File: src/rtl/bbox_scanner.sv
// rtl/bbox_scanner.sv - bounding-box raster scanner for triangle pixel generation
//
// Accepts a triangle (three 16-bit unsigned vertices) on a tri_nd/tri_rfd
// handshake, computes its axis-aligned bounding box in a one-cycle SETUP
// state, then emits every pixel of the box in raster order on a
// px_nd/ds_rfd handshake.  px_last marks the final pixel.
//
// Optional feature macro: SCAN_CLIP_EN
//   defined   - box is clamped to SCREEN_W x SCREEN_H; a box lying wholly off
//               screen emits no pixels and pulses tri_empty during SETUP.
//   undefined - no clamping, tri_empty is tied low.
//
// Ports:
//   clk, rst                  clock, synchronous active-high reset
//   tri_nd / tri_rfd          triangle valid / ready
//   v1_x..v3_y                incoming vertex coordinates
//   ds_rfd                    downstream ready
//   px_nd, p_x, p_y, px_last  pixel valid, coordinates, last-pixel flag
//   o_v1_x..o_v3_y            vertices latched at acceptance
//   tri_empty                 one-cycle pulse for a triangle with no pixels
module bbox_scanner #(
    parameter int SCREEN_W = 640,
    parameter int SCREEN_H = 480
) (
    input  logic        clk,
    input  logic        rst,
    input  logic        tri_nd,
    output logic        tri_rfd,
    input  logic [15:0] v1_x,
    input  logic [15:0] v1_y,
    input  logic [15:0] v2_x,
    input  logic [15:0] v2_y,
    input  logic [15:0] v3_x,
    input  logic [15:0] v3_y,
    input  logic        ds_rfd,
    output logic        px_nd,
    output logic [15:0] p_x,
    output logic [15:0] p_y,
    output logic [15:0] o_v1_x,
    output logic [15:0] o_v1_y,
    output logic [15:0] o_v2_x,
    output logic [15:0] o_v2_y,
    output logic [15:0] o_v3_x,
    output logic [15:0] o_v3_y,
    output logic        px_last,
    output logic        tri_empty
);

    typedef enum logic [1:0] {IDLE, SETUP, SCAN} state_t;

    state_t      state;
    logic [15:0] xmin, xmax, ymin, ymax;

    function automatic logic [15:0] min3(input logic [15:0] a, input logic [15:0] b,
                                         input logic [15:0] c);
        logic [15:0] m;
        m = (a < b) ? a : b;
        return (c < m) ? c : m;
    endfunction

    function automatic logic [15:0] max3(input logic [15:0] a, input logic [15:0] b,
                                         input logic [15:0] c);
        logic [15:0] m;
        m = (a > b) ? a : b;
        return (c > m) ? c : m;
    endfunction

    // Bounds derived from the latched vertices, registered in SETUP.
    logic [15:0] s_xmin, s_xmax, s_ymin, s_ymax;
    logic [15:0] raw_xmax, raw_ymax;

    assign s_xmin   = min3(o_v1_x, o_v2_x, o_v3_x);
    assign s_ymin   = min3(o_v1_y, o_v2_y, o_v3_y);
    assign raw_xmax = max3(o_v1_x, o_v2_x, o_v3_x);
    assign raw_ymax = max3(o_v1_y, o_v2_y, o_v3_y);

`ifdef SCAN_CLIP_EN
    localparam logic [15:0] X_LIM = 16'(SCREEN_W - 1);
    localparam logic [15:0] Y_LIM = 16'(SCREEN_H - 1);

    // Off-screen test is made on the incoming vertices so that the
    // registered tri_empty is already high during the SETUP cycle.
    logic in_empty;
    assign in_empty = (min3(v1_x, v2_x, v3_x) > X_LIM) || (min3(v1_y, v2_y, v3_y) > Y_LIM);

    assign s_xmax = (raw_xmax > X_LIM) ? X_LIM : raw_xmax;
    assign s_ymax = (raw_ymax > Y_LIM) ? Y_LIM : raw_ymax;
`else
    assign s_xmax    = raw_xmax;
    assign s_ymax    = raw_ymax;
    assign tri_empty = 1'b0;

    logic unused_screen;
    assign unused_screen = ^{SCREEN_W[0], SCREEN_H[0]};
`endif

    // Next raster position; equality against the bounds means a box ending
    // at 65535 never needs an increment past it.
    logic        x_wrap;
    logic [15:0] nx, ny;

    assign x_wrap = (p_x == xmax);
    assign nx     = x_wrap ? xmin : p_x + 16'd1;
    assign ny     = x_wrap ? p_y + 16'd1 : p_y;

    always_ff @(posedge clk) begin
        if (rst) begin
            state   <= IDLE;
            tri_rfd <= 1'b1;
            px_nd   <= 1'b0;
            px_last <= 1'b0;
            p_x     <= '0;
            p_y     <= '0;
            xmin    <= '0;
            xmax    <= '0;
            ymin    <= '0;
            ymax    <= '0;
            o_v1_x  <= '0;
            o_v1_y  <= '0;
            o_v2_x  <= '0;
            o_v2_y  <= '0;
            o_v3_x  <= '0;
            o_v3_y  <= '0;
`ifdef SCAN_CLIP_EN
            tri_empty <= 1'b0;
`endif
        end else begin
            case (state)
                IDLE: begin
                    tri_rfd <= 1'b1;
                    px_nd   <= 1'b0;
                    px_last <= 1'b0;
                    if (tri_nd) begin
                        o_v1_x  <= v1_x;
                        o_v1_y  <= v1_y;
                        o_v2_x  <= v2_x;
                        o_v2_y  <= v2_y;
                        o_v3_x  <= v3_x;
                        o_v3_y  <= v3_y;
                        tri_rfd <= 1'b0;
                        state   <= SETUP;
`ifdef SCAN_CLIP_EN
                        tri_empty <= in_empty;
`endif
                    end
                end

                SETUP: begin
                    xmin <= s_xmin;
                    xmax <= s_xmax;
                    ymin <= s_ymin;
                    ymax <= s_ymax;
`ifdef SCAN_CLIP_EN
                    tri_empty <= 1'b0;
                    if (tri_empty) begin
                        tri_rfd <= 1'b1;
                        state   <= IDLE;
                    end else
`endif
                    begin
                        p_x     <= s_xmin;
                        p_y     <= s_ymin;
                        px_nd   <= 1'b1;
                        px_last <= (s_xmin == s_xmax) && (s_ymin == s_ymax);
                        state   <= SCAN;
                    end
                end

                SCAN: begin
                    if (ds_rfd) begin
                        if (px_last) begin
                            px_nd   <= 1'b0;
                            px_last <= 1'b0;
                            tri_rfd <= 1'b1;
                            state   <= IDLE;
                        end else begin
                            p_x     <= nx;
                            p_y     <= ny;
                            px_last <= (nx == xmax) && (ny == ymax);
                        end
                    end
                end

                default: begin
                    state   <= IDLE;
                    tri_rfd <= 1'b1;
                    px_nd   <= 1'b0;
                    px_last <= 1'b0;
                end
            endcase
        end
    end

endmodule

File: config.mk
export PLATFORM = sky130hd
export DESIGN_NAME = bbox_scanner
export DESIGN_NICKNAME = d
export VERILOG_FILES = /design/src/rtl/bbox_scanner.sv
export SDC_FILE = /design/constraint.sdc
export NUM_CORES = 1
export LEC_CHECK = 0
export BUFFER_PORTS_ARGS = -buffer_cell sky130_fd_sc_hd__buf_2
export CAP_MARGIN = 20
export CELL_PAD_IN_SITES_DETAIL_PLACEMENT = 1
export CELL_PAD_IN_SITES_GLOBAL_PLACEMENT = 1
export CORE_MARGIN = 2
export CORE_UTILIZATION = 40
export DETAILED_ROUTE_END_ITERATION = 10
export PLACE_DENSITY = 0.77
export SKIP_LAST_GASP = 1
export SYNTH_ARGS = -nofsm -noshare
export SYNTH_HDL_FRONTEND = slang
export SYNTH_SLANG_ARGS = --single-unit
File: constraint.sdc
create_clock -name clk -period 8.6 [get_ports clk]
set_clock_uncertainty 0.05 [all_clocks]
set_input_delay 0 -clock clk [delete_from_list [all_inputs] [get_ports clk]]
set_output_delay 0 -clock clk [all_outputs]
set_load 0.05 [all_outputs]
Word-level counts from Yosys, hierarchy flattened
Cells that the tools add are included.
W data, S select, Z words.
{ "totals": {"reg_bits": 181, "input_bits": 100, "output_inout_bits": 132, "elab_cells": 76} }
{ "op_classes": {"n_addsub": 2, "order_cmp": 8, "n_eq_ne": 11, "mux": 30, "bitwise": 1, "reduce_logical": 9} }
{ "ops": {"columns": ["op", "n"], "rows": [
  ["$mux W16", 14],
  ["$eq A16 B16 Y1", 5],
  ["$gt A16 B16 Y1", 4],
  ["$lt A16 B16 Y1", 4],
  ["$pmux W16 S2", 2],
  ["$add A16 B1 Y16 const B", 2],
  ["$reduce_and A3 Y1", 3],
  ["$ne A2 B2 Y1 const B", 4],
  ["$mux W1", 7],
  ["$mux W2", 3],
  ["$pmux W2 S3", 1],
  ["$pmux W1 S2", 2],
  ["$reduce_and A2 Y1", 2],
  ["$pmux W1 S3", 1],
  ["$eq A2 B1 Y1 const B", 1],
  ["$eq A2 B2 Y1 const B", 1],
  ["$logic_and A1 B1 Y1", 2],
  ["$logic_not A2 Y1", 1],
  ["$reduce_bool A2 Y1", 1],
  ["$not A1 Y1", 1]
]} }

Longest topological paths before layout
{ "logic_depth": {"depth_word": 7, "ltp_mapped": 25, "ltp_nobuf": 21} }

Worst setup path before layout
OpenSTA, ideal clock, no wires.
{ "synth_path": {"path_kind": "reg2reg", "start": "register o_v2_x[13]", "end": "register px_last", "t_arrival_ps": 5889, "t_required_ps": 8458, "path_slack_ps": 2569, "path_stages_with_launch": 23, "n_path_buf": 4, "synth_period_minus_slack_ps": 6031, "cell_sequence": "dfxtp_1 inv_1 ha_1 a21o_1 a21o_1 a22oi_1 and3_1 buf_6 clkbuf_1 clkbuf_1 mux2i_1 ha_1 a21o_1 a21o_1 a2111oi_0 o221ai_1 a311oi_4 buf_4 mux2_2 xnor2_1 nor4_1 nand4_1 o32ai_1"} }
{ "synth_between": {"elab_chain_len": 7} }
{ "synth_lines": {"columns": ["item", "line", "text"], "rows": [
  ["from (decl)", "41", "output logic [15:0] o_v2_x,"],
  ["from (signal assigned)", "136", "o_v2_x <= v2_x;"],
  ["$lt A16 B16 Y1 or $gt A16 B16 Y1 (tied branches)", "57, 64", null],
  ["$mux W16 (on tied branches)", "57, 64", null],
  ["$lt A16 B16 Y1 or $gt A16 B16 Y1 (tied branches)", "58, 65", null],
  ["$mux W16 (on tied branches)", "58, 65", null],
  ["$eq A16 B16 Y1 *", "164", "px_last <= (s_xmin == s_xmax) && (s_ymin == s_ymax);"],
  ["$logic_and A1 B1 Y1 *", "164", null],
  ["$pmux W1 S2 *", "128", "case (state)"],
  ["to (signal assigned)", "164", null],
  ["to (signal assigned)", "179", "px_last <= (nx == xmax) && (ny == ymax);"],
  ["to (decl)", "45", "output logic px_last,"]
]} }
Mark *: on every way between the ends. The rest lies on a longest branch, timed or not.
A chain may end at the register's enable or synchronous reset.

Worst setup path in the final report
{ "layout_path": {"start": "register o_v2_y[15]", "end": "register px_last"} }
{ "layout_between": {"elab_chain_len": 7} }
{ "layout_lines": {"columns": ["item", "line", "text"], "rows": [
  ["from (decl)", "42", "output logic [15:0] o_v2_y,"],
  ["from (signal assigned)", "137", "o_v2_y <= v2_y;"],
  ["$lt A16 B16 Y1 or $gt A16 B16 Y1 (tied branches)", "57, 64", null],
  ["$mux W16 (on tied branches)", "57, 64", null],
  ["$lt A16 B16 Y1 or $gt A16 B16 Y1 (tied branches)", "58, 65", null],
  ["$mux W16 (on tied branches)", "58, 65", null],
  ["$eq A16 B16 Y1 *", "164", null],
  ["$logic_and A1 B1 Y1 *", "164", null],
  ["$pmux W1 S2 *", "128", null]
]} }
Marks and branches as above.

==> flow_summary.toml <==
[setup_path]
r2r_slack_ns = 1.96
timing.rr.end = "px_last"
reg2regPathDepth = 20
critPathMaxStageDelay_ns = 0.71
start_kind = "flop"
cp_cell_sequence = "inv_1 > ha_1 > nand4_1 > nor3_1 > a21boi_1 > nor3_2 > a21oi_4 > mux2i_1 > ha_1 > nor2b_1 > o21ai_0 > a21oi_1 > or4b_2 > nand2_1 > buf_4 > mux2i_1 > xor2_1 > nand3_1 > or4_1 > o32ai_1"
end_kind = "flop"
startpoint = "o_v2_y[15]"
critical_path.max_fanout = 20
critPathArrivalTime_ns = 6.94
critPathKind = "reg -> reg"
r2r_start = "o_v2_y[15]"
cp_slowest_cell = "or4b_2"
crit_required_ns = 8.90

[placed_design]
port_buffers = 230
globalplace.congestion = 0.911
hpwl_mm = 32.7
placed_cell_area_um2 = 13700
dp_cells = 2113

[clock_tree]
cts_setup_buffers = 0
clockBufferDepth = 2
cts-htree-levels = 4
clk_pin_slew_ns = 0.07
cts_sinks = 181
root_buffer = "clkbuf_16"
worstSkewPairLatency_ns = 0.45
cts_buffers = 17
cts_tree = "yes"

[worst_hold_path]
hold_path_class = "in -> reg"
min_to = "ymax[5]"
worstHoldStart = "rst"
hold_path_depth = 2

[logic_synthesis]
synthMuxAreaShare = 0.123
syn_avg_cell_area_um2 = 7.86
ys.flop_type = "dfxtp_1"
synth_edf_count = 0
synth_warnings = 0
async_flop_share = 0
synth_top_family_by_area = "simple AND/OR/NAND/NOR gates"
synth_xor_area_frac = 0.0754
synth_nets = 1765
synthAdderAreaFrac = 0.102
synth_cell_type_count = 61
synth_compound_gate_area_share = 0.157
synth_seq_area_share = 0.294
synth-simple-area-share = 0.194
synthCells = 1565
yosys_register_bits = 181
netlist_area_um2 = 12300

[global_route]
grt_pass1_wl_mm = 72.9
grt_util_all_layers = 0.284
grt-ovfl-total = 0
grt_max_degree = 100
antenna_found_initial = 1
grt_pass1_vias = 12743

[timing]
final_hold_viol_count = 0
finalCritPeriodShare = 0.772
report.final.slew_viol_count = 0
rsz0062_at_grt = "no"
max_slew_margin = 0.250
period_needed_ns = 6.64
maxClockFrequency_mhz = 151
worstMarginPinSlew_ns = 1.13
setup_tns_ns = 0
setup_viol = 0

[power]
total_power_mw = 5.56
peakVddDrop_mv = 0.171
leakage_nw = 6.75
power_density_nw_per_um2 = 363

[layout]
fin_area_um2 = 15300
finish.utilization = 0.504
area_growth_pct = 24.6
instances_no_fill = 2246
drive_above_1_share = 0.166
nNetsFinal = 2037

[route]
via_per_inst = 5.62
antenna_left = 0
vias = 12619
wl_per_cell_um = 20.6
drc = 0
firstDrtPassIters = 5
drt_iter0_drc = 745
routed_wl_mm = 46.3

[floorplan]
die_y_um = 179
rows = 64
dieArea_um2 = 32200
die_w_um = 179
core_area_um2 = 30400
start_util = 0.404
ioPinCount = 232

[flow_run]
cap_violations = 0

[status]
status = "finished, final reports clean"
-- cell type report --
type	count	area, µm²
Clock buffer	19	453
Clock inverter	12	143
Inverter	81	304
Tap cell	396	495
Sequential cell	181	3620
Timing Repair Buffer	343	2270
Multi-Input combinational cell	1213	8040
Antenna cell	1	2.50
Fill cell	3775	15100
-- cell families after synthesis --
group           count (synthesis)
fa+ha+maj                     100
buf+inv                       171
xor+xnor                      106
simple gates                  535
mux                           149
other cells                     1
compound gates                322
flops                         181
-- cell usage after synthesis, types with 3 or more instances --
cell type | instances | share of area
nand2_1 | 245 | 0.075
dfxtp_1 | 181 | 0.29
a21oi_1 | 151 | 0.061
mux2i_1 | 130 | 0.11
nor2_1 | 123 | 0.038
ha_1 | 100 | 0.10
inv_1 | 81 | 0.025
clkbuf_1 | 67 | 0.020
xnor2_1 | 60 | 0.043
o21ai_0 | 59 | 0.024
xor2_1 | 46 | 0.033
nand3_1 | 38 | 0.015
nand4_1 | 33 | 0.017
nor3_1 | 30 | 0.012
a211oi_1 | 19 | 0.012
mux2_2 | 19 | 0.017
and2_1 | 18 | 0.0091
a21o_1 | 15 | 0.0091
buf_1 | 15 | 0.0046
a31oi_1 | 14 | 0.0071
a22oi_1 | 12 | 0.0073
and3_1 | 8 | 0.0041
o211ai_1 | 8 | 0.0049
o22ai_1 | 8 | 0.0041
nor4_1 | 7 | 0.0036
o21a_1 | 7 | 0.0043
nand3b_1 | 5 | 0.0031
a221oi_1 | 4 | 0.0028
and4_1 | 4 | 0.0028
buf_2 | 4 | 0.0016
nand2b_1 | 4 | 0.0020
nor2b_1 | 4 | 0.0020
o31ai_1 | 4 | 0.0024
buf_4 | 3 | 0.0018
nor3b_1 | 3 | 0.0018
o221ai_1 | 3 | 0.0021
or3_1 | 3 | 0.0015
or4_1 | 3 | 0.0018
-- through the flow --
step / worst slack (ns) / hold WS [ns]
after floorplan: 2.57 / 0.0860
after global placement: 2.29 / 0.190
after detailed placement: 2.03 / 0.198
after CTS: 1.96 / 0.00651
after global routing: 1.47 / 0.0431
final: 1.96 / 0.0140
-- sequential cells by signal, indices dropped and copies added (netlist names) --
register and cells:
o_v1_x 16, o_v2_y 16, xmin 16, o_v2_x 16
o_v3_y 16, p_y 16, o_v1_y 16, p_x 16
tri_rfd 1, ymax 16, px_nd 1, xmax 16
o_v3_x 16, px_last 1, state 2
-- routing by layer --
metal	global-route usage	part of all wire	vias to the layer above	wire length, µm
met5	0	0	-	0
met4	0.110	0.029	0	1340
met3	0.0511	0.055	72	2550
met2	0.438	0.45	376	20700
met1	0.393	0.47	6178	21700
li1	-	-	5993	-
-- report_power, final --
| part | switching, mW | leakage (nW) | internal, mW |
|---|---|---|---|
| combinational | 2.23 | 4.98 | 1.24 |
| clock | 0.369 | 0.284 | 0.447 |
| sequential | 0.267 | 1.48 | 1.01 |
| total | 2.86 | 6.75 | 2.70 |
-- what timing repair did --
item                                   4_1_cts  5_1_grt
hold buffers                               100        0
endpoints found under the hold margin       97        0
resized for setup                            0        0
-- worst max-delay path by stage --
stage	endpoint	slack (ns)	depth (start not counted)
floorplan	px_last	2.57	22
global placement	px_last	2.29	20
detailed placement	px_last	2.03	20
CTS	px_last	1.96	20
global route	px_last	1.47	20
finish	px_last	1.96	20
-- worst max-delay path: cells and delay by family, from the launching register on --
family / cells / cell delay (ns)
DFF: 1 / 0.42
buffers and inverters: 2 / 0.41
muxes: 2 / 0.87
xor gates and xnor gates: 1 / 0.19
AOI/OAI and AO/OA: 5 / 1.38
adders and majority gates: 2 / 0.65
and+or+nand+nor: 8 / 2.57
-- cell usage in the layout (no fill, tap or decap), types with 7 or more instances in the layout --
master,count
a211oi_1,19
a21o_1,15
a21oi_1,151
a22oi_1,12
a31oi_1,14
and2_1,17
and3_1,8
buf_2,229
buf_4,12
clkbuf_16,17
dfxtp_1,181
dlygate4sd3_1,100
ha_1,99
inv_1,81
mux2_2,19
mux2i_1,130
nand2_1,244
nand3_1,38
nand4_1,33
nor2_1,123
nor3_1,29
o211ai_1,8
o21a_1,7
o21ai_0,59
o22ai_1,8
xnor2_1,60
xor2_1,46
Note: power is estimated with default switching activity, not from simulation.
